--- config.mk ---
export PLATFORM = sky130hd
export DESIGN_NAME = adder_neuron_scheduler
export DESIGN_NICKNAME = d
export VERILOG_FILES = /design/src/rtl/adder_neuron_scheduler.sv
export SDC_FILE = /design/constraint.sdc
export NUM_CORES = 1
export LEC_CHECK = 0
export CORE_ASPECT_RATIO = 1.25
export CORE_UTILIZATION = 32
export CTS_CLUSTER_SIZE = 40
export DETAILED_ROUTE_END_ITERATION = 12
export SLEW_MARGIN = 20
export SYNTH_ARGS = -nofsm -noshare
export SYNTH_HDL_FRONTEND = slang
export SYNTH_SLANG_ARGS = --single-unit
--- constraint.sdc ---
create_clock -name clk -period 4.6 [get_ports clk]
set_input_delay 0.92 -clock clk [delete_from_list [all_inputs] [get_ports clk]]
set_output_delay 0.92 -clock clk [all_outputs]
set_load 0.005 [all_outputs]
--- src/rtl/adder_neuron_scheduler.sv ---
// adder_neuron_scheduler
// Collects one membrane byte and three PE partial sums for the current neuron,
// in any arrival order. It integrates them and compares the sum against the
// firing threshold. It then presents spike plus the new membrane potential to
// the packetizer, and counts neurons per timestep and timesteps per run.
module adder_neuron_scheduler #(
    parameter int WIDTH        = 8,
    parameter int NUM_NEURON   = 3,
    parameter int NUM_TIMESTEP = 10,
    parameter int THRESHOLD    = 64,
    localparam int IDX_W = (NUM_NEURON   > 1) ? $clog2(NUM_NEURON)   : 1,
    localparam int TS_W  = (NUM_TIMESTEP > 1) ? $clog2(NUM_TIMESTEP) : 1
) (
    input  logic             clk,
    input  logic             rst_n,
    input  logic             start,
    input  logic             pe0_valid,
    output logic             pe0_ready,
    input  logic [WIDTH-1:0] pe0_data,
    input  logic             pe1_valid,
    output logic             pe1_ready,
    input  logic [WIDTH-1:0] pe1_data,
    input  logic             pe2_valid,
    output logic             pe2_ready,
    input  logic [WIDTH-1:0] pe2_data,
    input  logic             mem_valid,
    output logic             mem_ready,
    input  logic [WIDTH-1:0] mem_data,
    output logic             out_valid,
    input  logic             out_ready,
    output logic             out_spike,
    output logic [WIDTH-1:0] out_mem,
    output logic [IDX_W-1:0] out_idx,
    output logic [TS_W-1:0]  timestep,
    output logic             ts_done,
    output logic             busy,
    output logic             done
);

    localparam int NCH   = 4;          // pe0, pe1, pe2, mem
    localparam int SUM_W = WIDTH + 2;  // four WIDTH-bit operands never overflow this
    localparam logic [IDX_W-1:0] LAST_IDX = IDX_W'(NUM_NEURON - 1);
    localparam logic [TS_W-1:0]  LAST_TS  = TS_W'(NUM_TIMESTEP - 1);
    localparam logic [SUM_W-1:0] THRESH   = SUM_W'(THRESHOLD);

    typedef enum logic [2:0] {
        S_IDLE,
        S_COLLECT,
        S_COMPUTE,
        S_OUTPUT,
        S_DONE
    } state_t;

    state_t           state_q, state_d;
    logic [IDX_W-1:0] idx_q, idx_d;
    logic [TS_W-1:0]  ts_q, ts_d;
    logic             spike_q, spike_d;
    logic [WIDTH-1:0] mem_out_q, mem_out_d;
    logic             ts_done_q, ts_done_d;

    logic             collecting;
    logic             retire;
    logic             all_full_next;
    logic [NCH-1:0]   ch_valid;
    logic [NCH-1:0]   full_vec;
    logic [NCH-1:0]   accept_vec;
    logic [WIDTH-1:0] ch_data  [NCH];
    logic [WIDTH-1:0] hold_vec [NCH];
    logic [SUM_W-1:0] sum;

    assign collecting = (state_q == S_COLLECT);

    // Channel order is fixed: 0=pe0, 1=pe1, 2=pe2, 3=mem.
    assign ch_valid   = {mem_valid, pe2_valid, pe1_valid, pe0_valid};
    assign ch_data[0] = pe0_data;
    assign ch_data[1] = pe1_data;
    assign ch_data[2] = pe2_data;
    assign ch_data[3] = mem_data;

    // One hold register and full flag per channel. A channel accepts at most
    // one value per neuron and then stalls until the result is retired.
    generate
        for (genvar gi = 0; gi < NCH; gi++) begin : g_ch
            logic             full_q, full_d;
            logic [WIDTH-1:0] hold_q, hold_d;

            assign accept_vec[gi] = collecting && ch_valid[gi] && !full_q;

            // Load on accept; empty the slot when the neuron retires.
            always_comb begin
                full_d = full_q;
                hold_d = hold_q;
                if (retire) begin
                    full_d = 1'b0;
                end else if (accept_vec[gi]) begin
                    full_d = 1'b1;
                    hold_d = ch_data[gi];
                end
            end

            // Hold register and flag state.
            always_ff @(posedge clk or negedge rst_n) begin
                if (!rst_n) begin
                    full_q <= 1'b0;
                    hold_q <= '0;
                end else begin
                    full_q <= full_d;
                    hold_q <= hold_d;
                end
            end

            assign full_vec[gi] = full_q;
            assign hold_vec[gi] = hold_q;
        end
    endgenerate

    // The neuron is complete once every slot is either already full or filling on this edge.
    assign all_full_next = &(full_vec | accept_vec);

    assign sum = SUM_W'(hold_vec[0]) + SUM_W'(hold_vec[1])
               + SUM_W'(hold_vec[2]) + SUM_W'(hold_vec[3]);

    // Next-state, counter and result logic for the neuron sequencer.
    always_comb begin
        state_d   = state_q;
        idx_d     = idx_q;
        ts_d      = ts_q;
        spike_d   = spike_q;
        mem_out_d = mem_out_q;
        ts_done_d = 1'b0;
        retire    = 1'b0;
        case (state_q)
            S_IDLE, S_DONE: begin
                if (start) begin
                    state_d = S_COLLECT;
                    idx_d   = '0;
                    ts_d    = '0;
                end
            end
            S_COLLECT: begin
                if (all_full_next) begin
                    state_d = S_COMPUTE;
                end
            end
            S_COMPUTE: begin
                // A firing neuron resets to zero. Otherwise the sum is below
                // the threshold, so it fits in WIDTH bits.
                if (sum >= THRESH) begin
                    spike_d   = 1'b1;
                    mem_out_d = '0;
                end else begin
                    spike_d   = 1'b0;
                    mem_out_d = sum[WIDTH-1:0];
                end
                state_d = S_OUTPUT;
            end
            S_OUTPUT: begin
                if (out_ready) begin
                    retire = 1'b1;
                    if (idx_q != LAST_IDX) begin
                        idx_d   = idx_q + 1'b1;
                        state_d = S_COLLECT;
                    end else begin
                        idx_d     = '0;
                        ts_done_d = 1'b1;
                        if (ts_q != LAST_TS) begin
                            ts_d    = ts_q + 1'b1;
                            state_d = S_COLLECT;
                        end else begin
                            state_d = S_DONE;
                        end
                    end
                end
            end
            default: state_d = S_IDLE;
        endcase
    end

    // Sequencer state, counters and registered results.
    always_ff @(posedge clk or negedge rst_n) begin
        if (!rst_n) begin
            state_q   <= S_IDLE;
            idx_q     <= '0;
            ts_q      <= '0;
            spike_q   <= 1'b0;
            mem_out_q <= '0;
            ts_done_q <= 1'b0;
        end else begin
            state_q   <= state_d;
            idx_q     <= idx_d;
            ts_q      <= ts_d;
            spike_q   <= spike_d;
            mem_out_q <= mem_out_d;
            ts_done_q <= ts_done_d;
        end
    end

    assign pe0_ready = collecting && !full_vec[0];
    assign pe1_ready = collecting && !full_vec[1];
    assign pe2_ready = collecting && !full_vec[2];
    assign mem_ready = collecting && !full_vec[3];

    assign out_valid = (state_q == S_OUTPUT);
    assign out_spike = spike_q;
    assign out_mem   = mem_out_q;
    assign out_idx   = idx_q;
    assign timestep  = ts_q;
    assign ts_done   = ts_done_q;
    assign busy      = (state_q == S_COLLECT) || (state_q == S_COMPUTE) || (state_q == S_OUTPUT);
    assign done      = (state_q == S_DONE);

endmodule

==> reports/results.ini, run 1 <==
[run_status]
outcome = complete, no violations

[timing]
rsz0062_at_grt = false
fmax_ghz = 0.288
finalSetupTns_ps = 0
tightestPinTransition_ps = 711
drv_slew = 0
slew_headroom_pct = 52.6
setup_violations = 0
finalHoldViolCount = 0
min_period_ps = 3480
period_share_pct = 75.6
finalClockSkew_ps = 3.06

[setup_path]
crit_path_end_kind = flop
cp_slowest_cell = fa_1
crit_required_ps = 4750
path_delay_family = adder cells
max_stage_delay_ps = 540
cp_cell_sequence = inv_1 > fa_1 > inv_1 > fa_1 > ha_1 > fa_1 > a21oi_1 > o211ai_1 > o221a_1 > a311oi_4 > o41ai_1
start_kind = flop
cp_num_buf_inv = 2
arrival_ps = 3620
worst-path-max-fanout = 7
timing.critical_path.mode_cell = fa_1
worstSetupPathType = reg -> reg

[yosys]
synth_edf_count = 0
syn-cell-area_sq_um = 3160
synth_warnings = 0
synth-seq-cells = 55
synth.yosys.seq_area_share_pct = 43.5
yosysUniqueCellTypes = 46
ys.flop_type = dfrtp_1
synthArstFlopShare_pct = 100
syn_area_per_cell_sq_um = 10.9
synthCells = 291
synth_nets = 358

[floorplan]
die-area_sq_um = 10300
start_util_pct = 32.9
core_sq_um = 9610
rows = 40
ios = 63
die_w_um = 90.9
dieHeight_um = 113

[grt]
grt_max_degree = 56
antenna_found_initial = 0
grt_usage_pct = 13.6
overflow = 0
grt_pass1_vias = 2271
grt_pass1_wl_um = 11000

[final_layout]
fillers = 934
antenna_cells = 0
final_common_cell = clkdlybuf4s50_1
area_growth_pct = 29.1
layout_common_cells = clkdlybuf4s50_1 (61), dfrtp_1 (55), inv_1 (47)
drive_gt1_share_pct = 13.5
final_nets = 423

[route]
antenna_left = 0
wl_per_cell_um = 13.4
finalWirelength_um = 6470
routed_via_density = 4.71
dr.pass1.iters = 4
drt_iter0_markers = 148
drc = 0
num_vias = 2272

[clock_tree]
worstSkewPairLatency_ps = 290
htree_levels = 2
post-cts-setup-buffer-count = 0
ctsResizeCount = 0
ctsHoldBuffers = 0
clockBufferDepth = 2
cts_root_buf = clkbuf_16
clock_sinks = 55
clkSlewWorstSetupHoldPaths_ps = 70
cts_inserted_buffers = 5
cts_tree = built

[placement]
gp_congestion = 0.949
io_buffers = 62
hpwl_um = 4970

[worst_hold_path]
hold_path.class = reg -> reg

[run]
drv_cap = 0

per-layer routing:
layer / part of all wire, % / routed length, um / track usage, %
met1: 45 / 2930 / 18.0
met2: 49 / 3150 / 22.7
met3: 4.1 / 266 / 2.08
met4: 1.9 / 124 / 4.76
met5: 0 / 0 / 0
logic make-up (layout without fill, tap and decap cells):
kind of cell	count (synthesis)	count (layout)	synth area share (%)
muxes	34	34	12.0
DFF	55	55	43.5
xor gates and xnor gates	4	4	1.11
and+or+nand+nor	69	69	11.7
AOI/OAI and AO/OA	50	50	10.9
buffers and inverters	52	117	6.22
adders and majority gates	27	27	14.5
cell usage after synthesis (4+ instances only):
cell / instances / area [sq um]
mux2_2: 32 / 360
nor2_2: 4 / 25.0
dfrtp_1: 55 / 1380
clkbuf_1: 4 / 15.0
o41ai_1: 5 / 43.8
o21ai_0: 10 / 50.1
nor2_1: 14 / 52.6
a21oi_1: 16 / 80.1
fa_1: 16 / 320
nand3_1: 5 / 25.0
inv_1: 47 / 176
ha_1: 11 / 138
nand2b_1: 6 / 37.5
nand2_1: 16 / 60.1
stage by stage:
step	area, sq um	hold slack (ps)	worst slack, ps	util, %	cells
2_1_floorplan	3160	467	1350	-	291
6_report	4080	478	1120	42.5	482
5_1_grt	4080	522	894	42.5	482
3_5_place_dp	3920	464	1150	40.8	475
3_3_place_gp	3920	466	1230	40.8	475
4_1_cts	4080	486	1120	42.5	482
sequential cells by signal, summed over array words and instances (netlist names):
signal	flops
out_mem	8
g_ch.hold_q	32
timestep	4
state_q	3
g_ch.full_q	4
out_spike	1
out_idx	2
ts_done	1
final timing paths:
check                                        from                 to  slack, ps  cells after the start
worst max-delay path            g_ch[0].hold_q[1]         out_mem[4]       1120                     11
worst min-delay path                   out_mem[5]         out_mem[5]        480                      2
worst max register to register  g_ch[0].hold_q[1]         out_mem[4]       1120                     11
worst min register to register         out_mem[5]         out_mem[5]        480                      2
max in group asynchronous                   rst_n         out_mem[4]       3360                      2
min in group asynchronous                   rst_n  g_ch[1].hold_q[2]        750                      2
final cells by class:
class                      instances  area [sq um]  area share (%)
timing repair buffer              63           623            15.3
tap                              126           158            3.86
clock inverter                     1          30.0           0.736
sequential                        55          1380            33.7
inverter                          47           176            4.32
clock buffer                       6           129            3.16
multi-input combinational        184          1590            38.9
worst register-to-register path, stage by stage (launching register included):
cell,delay (ps)
dfrtp_1,340
inv_1,60
fa_1,540
inv_1,60
fa_1,450
ha_1,260
fa_1,440
a21oi_1,220
o211ai_1,120
o221a_1,290
a311oi_4,420
o41ai_1,150
Power of run 1 is left out: the tool's default activity adds up to more than one toggle a clock period on the data nets, which glitch-free logic cannot reach.
==> inputs of run 2 (changes only) <==
Clock period 4.6 ns to 2.9 ns, I/O delays scaled along.
==> run 2 against run 1 <==
The flow now finishes with violations (setup timing). Register-to-register slack got worse by 1500 ps. Fmax rose by 6.7%. First-iteration DRC count fell by 56%. Clock skew up 3.2 ps. Hold slack got worse by 340 ps. Global-route usage rose by 0.35 points. Clock-buffer cell count fell by 1.
==> reports/results.ini, run 2 (synthesis results as in run 1) <==
[run_status]
outcome = finished, violations left
violations = setup timing

[placement]
hpwl_um = 5300
io_buffers = 62
gp_congestion = 0.845
placed_area_sq_um = 4070

[grt]
antenna_found_initial = 0
grt_pass1_wl_um = 11200
overflow = 0
grt_usage_pct = 13.9
grt_pass1_vias = 2374
grt_max_degree = 25

[setup_path]
cp.depth = 12
arrival_ps = 3440
reg2reg_depth = 12
r2r-end = out_spike
cp_slowest_cell = fa_1
worstSetupPathType = reg -> reg
max_stage_delay_ps = 540
crit_path_end_kind = flop
cp_num_buf_inv = 4
timing.critical_path.mode_cell = fa_1
crit_required_ps = 3080
start_kind = flop
cp_cell_sequence = inv_2 > fa_1 > fa_1 > inv_1 > buf_4 > fa_2 > a211oi_4 > o21a_1 > o221a_1 > a311oi_4 > buf_6 > o32a_1
path_delay_family = adder cells
worst-path-max-fanout = 7
worstReg2RegStart = g_ch[0].hold_q[2]
ff2ff_setup_slack_ps = -360

[worst_hold_path]
hold_path.class = in -> async

[floorplan]
dieHeight_um = 113
ios = 63
die_w_um = 90.9
rows = 40
start_util_pct = 32.9
core_sq_um = 9610
die-area_sq_um = 10300

[route]
finalWirelength_um = 6710
wl_per_cell_um = 13.4
drc = 0
num_vias = 2348
drt_iter0_markers = 65
routed_via_density = 4.68
antenna_left = 0
dr.pass1.iters = 4

[final_layout]
finalInstanceArea_sq_um = 4250
drive_gt1_share_pct = 20.5
fillers = 964
top_register = g_ch.hold_q
area_growth_pct = 34.4
final_common_cell = clkdlybuf4s50_1
final_nets = 444
finish.utilization_pct = 44.2
antenna_cells = 0
layout_common_cells = clkdlybuf4s50_1 (61), dfrtp_1 (55), inv_1 (45)
largest_reg_flops = 32

[clock_tree]
worstSkewPairLatency_ps = 300
clock_sinks = 55
clkSlewWorstSetupHoldPaths_ps = 70
htree_levels = 2
clockBufferDepth = 2
cts_root_buf = clkbuf_16
cts_tree = built
cts_inserted_buffers = 5

[timing]
min_period_ps = 3260
finalHoldViolCount = 0
fmax_ghz = 0.307
tightestPinTransition_ps = 566
period_share_pct = 112
slew_headroom_pct = 62.2
setup_violations = 7
hold_slack_ps = 136
worst_slack_ps = -360
finalSetupTns_ps = -2110
drv_slew = 0
finalClockSkew_ps = 6.22
rsz0062_at_grt = true

[run]
drv_cap = 0

-- run 2: changes by cell type in the layout (fill, tap and decap cells not counted), moves of 2 or more --
| cell | change |
|---|---|
| a21oi_1 | -2 |
| inv_2 | +2 |
| inv_1 | -2 |
| a21oi_2 | +2 |
| buf_4 | +20 |
-- run 2: worst max-delay path by stage --
stage                           start   endpoint  slack (ps)
floorplan           g_ch[0].hold_q[1]  out_spike        -150
global placement    g_ch[0].hold_q[1]  out_spike        -260
global route        g_ch[0].hold_q[1]  out_spike        -480
detailed placement  g_ch[0].hold_q[1]  out_spike        -320
CTS                 g_ch[0].hold_q[1]  out_spike        -310
finish              g_ch[0].hold_q[2]  out_spike        -360
-- run 2: what timing repair did --
action,4_1_cts,5_1_grt
setup buffers,0,2
pin swaps,0,1
resized for setup,3,5
hold buffers,0,0
setup endpoints to repair,7,7
-- run 2: cell type report --
| class | count | area, sq um | area share [%] |
|---|---|---|---|
| multi-input cells | 184 | 1620 | 38.2 |
| repair buffers | 84 | 785 | 18.5 |
| clock buffers | 5 | 125 | 2.94 |
| flip-flops and latches | 55 | 1380 | 32.4 |
| well taps | 126 | 158 | 3.71 |
| inverters | 47 | 176 | 4.15 |
| clock inverters | 1 | 7.51 | 0.177 |
-- run 2: routing by layer --
metal	wire length [um]	part of all wire (%)	global-route usage, %	vias up
li1	-	-	-	1158
met1	2990	45	17.2	1145
met2	3360	50	23.9	38
met3	239	3.6	3.23	7
met4	121	1.8	4.97	0
met5	0	0	0	-
-- run 2: through the flow --
stage / std cells / worst slack, ps
after floorplan: 291 / -154
after global placement: 494 / -260
after detailed placement: 494 / -322
after CTS: 500 / -311
after global routing: 502 / -479
final: 502 / -360
Power of run 2 is left out for the same reason.
==> inputs of run 3 (changes only) <==
Settings changed: CORE_MARGIN from default to 2, HOLD_SLACK_MARGIN from default to 0.02.
==> run 3 against run 2 <==
Hold slack got worse by 1.7 ps. Die area is 4.0% higher. Clock skew down 3.0 ps. Critical path type unchanged. The flow still finishes with violations (setup timing). Final cell count is 0.20% lower.
==> reports/results.ini, run 3 (synthesis results as in run 1) <==
[run_status]
outcome = finished, violations left
violations = setup timing

[floorplan]
ios = 63
die_w_um = 92.9
rows = 40
die-area_sq_um = 10700
dieHeight_um = 115
start_util_pct = 32.9
core_sq_um = 9610

[route]
drc = 0
finalWirelength_um = 6710
num_vias = 2322
drt_iter0_markers = 49
routed_via_density = 4.63
wl_per_cell_um = 13.4
antenna_left = 0
dr.pass1.iters = 4

[timing]
hold_slack_ps = 134
period_share_pct = 111
finalClockSkew_ps = 3.27
min_period_ps = 3210
fmax_ghz = 0.311
finalHoldViolCount = 0
setup_violations = 7
slew_headroom_pct = 60.5
tightestPinTransition_ps = 591
rsz0062_at_grt = true
drv_slew = 0
worst_slack_ps = -311

[final_layout]
layout_common_cells = clkdlybuf4s50_1 (61), dfrtp_1 (55), inv_1 (47)
final_nets = 442
drive_gt1_share_pct = 19.5
finish.utilization_pct = 44.3
fillers = 959
multi_input_area_sq_um = 1620
seqCellArea_sq_um = 1380
antenna_cells = 0
largest_reg_flops = 32
top_register = g_ch.hold_q
fin_cells = 501
area_growth_pct = 34.7
final_common_cell = clkdlybuf4s50_1

[setup_path]
ff2ff_setup_slack_ps = -310
crit_required_ps = 3060
crit_path_end_kind = flop
worstReg2RegStart = g_ch[0].hold_q[1]
start_kind = flop
worst-path-max-fanout = 7
worstSetupPathType = reg -> reg
reg2reg_depth = 11
r2r-end = out_mem[1]
arrival_ps = 3370

[worst_hold_path]
hold_path.class = in -> async

[grt]
grt_pass1_vias = 2438
grt_max_degree = 48
grt_pass1_wl_um = 11400
grt_usage_pct = 13.8
overflow = 0
antenna_found_initial = 0

[clock_tree]
clkSlewWorstSetupHoldPaths_ps = 60
clockBufferDepth = 2
cts_root_buf = clkbuf_16
ctsHoldBuffers = 0
cts_tree = built
worstSkewPairLatency_ps = 290
clock_sinks = 55
cts_inserted_buffers = 5
htree_levels = 2

[run]
drv_cap = 0

[placement]
gp_congestion = 0.843
io_buffers = 62
hpwl_um = 5310
dp.cells = 494

[run 3: cell types whose count changed in the layout (fill, tap and decap cells not counted)]
cell	previous run	this run
clkbuf_1	0	1
buf_6	1	0
bufinv_16	0	1
o21ai_1	3	2
buf_4	21	20
inv_2	2	0
clkinvlp_4	1	0
o21ai_0	9	10
inv_1	45	47
[run 3: worst max-delay path: stages, from the launching register on]
cell and delay, ps:
dfrtp_1 340, inv_1 60, fa_1 520, inv_1 50, fa_1 440, ha_2 210
fa_2 440, a21oi_2 150, o211ai_1 90, o221a_1 280, a311oi_4 370, o41ai_2 130
[run 3: layer usage]
| layer | routed length (um) | up-vias | track usage [%] |
|---|---|---|---|
| li1 | - | 1152 | - |
| met1 | 3080 | 1120 | 17.6 |
| met2 | 3270 | 43 | 23.2 |
| met3 | 216 | 7 | 2.69 |
| met4 | 150 | 0 | 5.59 |
| met5 | 0 | - | 0 |
[run 3: how the worst max path moves through the flow]
| stage | to | start | cells after the start | slack [ps] |
|---|---|---|---|---|
| 6_report | out_mem[1] | g_ch[0].hold_q[1] | 11 | -310 |
| 5_1_grt | out_spike | g_ch[0].hold_q[1] | 11 | -500 |
| 2_1_floorplan | out_spike | g_ch[0].hold_q[1] | 11 | -150 |
| 3_5_place_dp | out_mem[1] | g_ch[0].hold_q[1] | 11 | -350 |
| 3_3_place_gp | out_spike | g_ch[0].hold_q[1] | 11 | -250 |
| 4_1_cts | out_spike | g_ch[0].hold_q[1] | 11 | -340 |
[run 3: what timing repair did]
item / in CTS / in global routing
gates resized for setup: 2 / 2
pin swaps: 0 / 1
endpoints found under the setup margin: 7 / 7
setup buffers: 0 / 1
[run 3: per-stage QoR]
| step | setup slack [ps] | setup TNS [ps] | area [sq um] |
|---|---|---|---|
| floorplan | -154 | -853 | 3170 |
| global placement | -251 | -1570 | 4070 |
| detailed placement | -345 | -2100 | 4070 |
| CTS | -339 | -2170 | 4240 |
| global route | -502 | -3400 | 4260 |
| finish | -311 | -2020 | 4260 |
[run 3: final cells by class]
cell class                      instances  share of cell area, %
Timing Repair Buffer                   82                   18.0
Inverter                               47                   4.14
Multi-Input combinational cell        184                   38.1
Clock inverter                          1                  0.705
Sequential cell                        55                   32.3
Tap cell                              126                   3.70
Clock buffer                            6                   3.03
Power of run 3 is left out for the same reason.
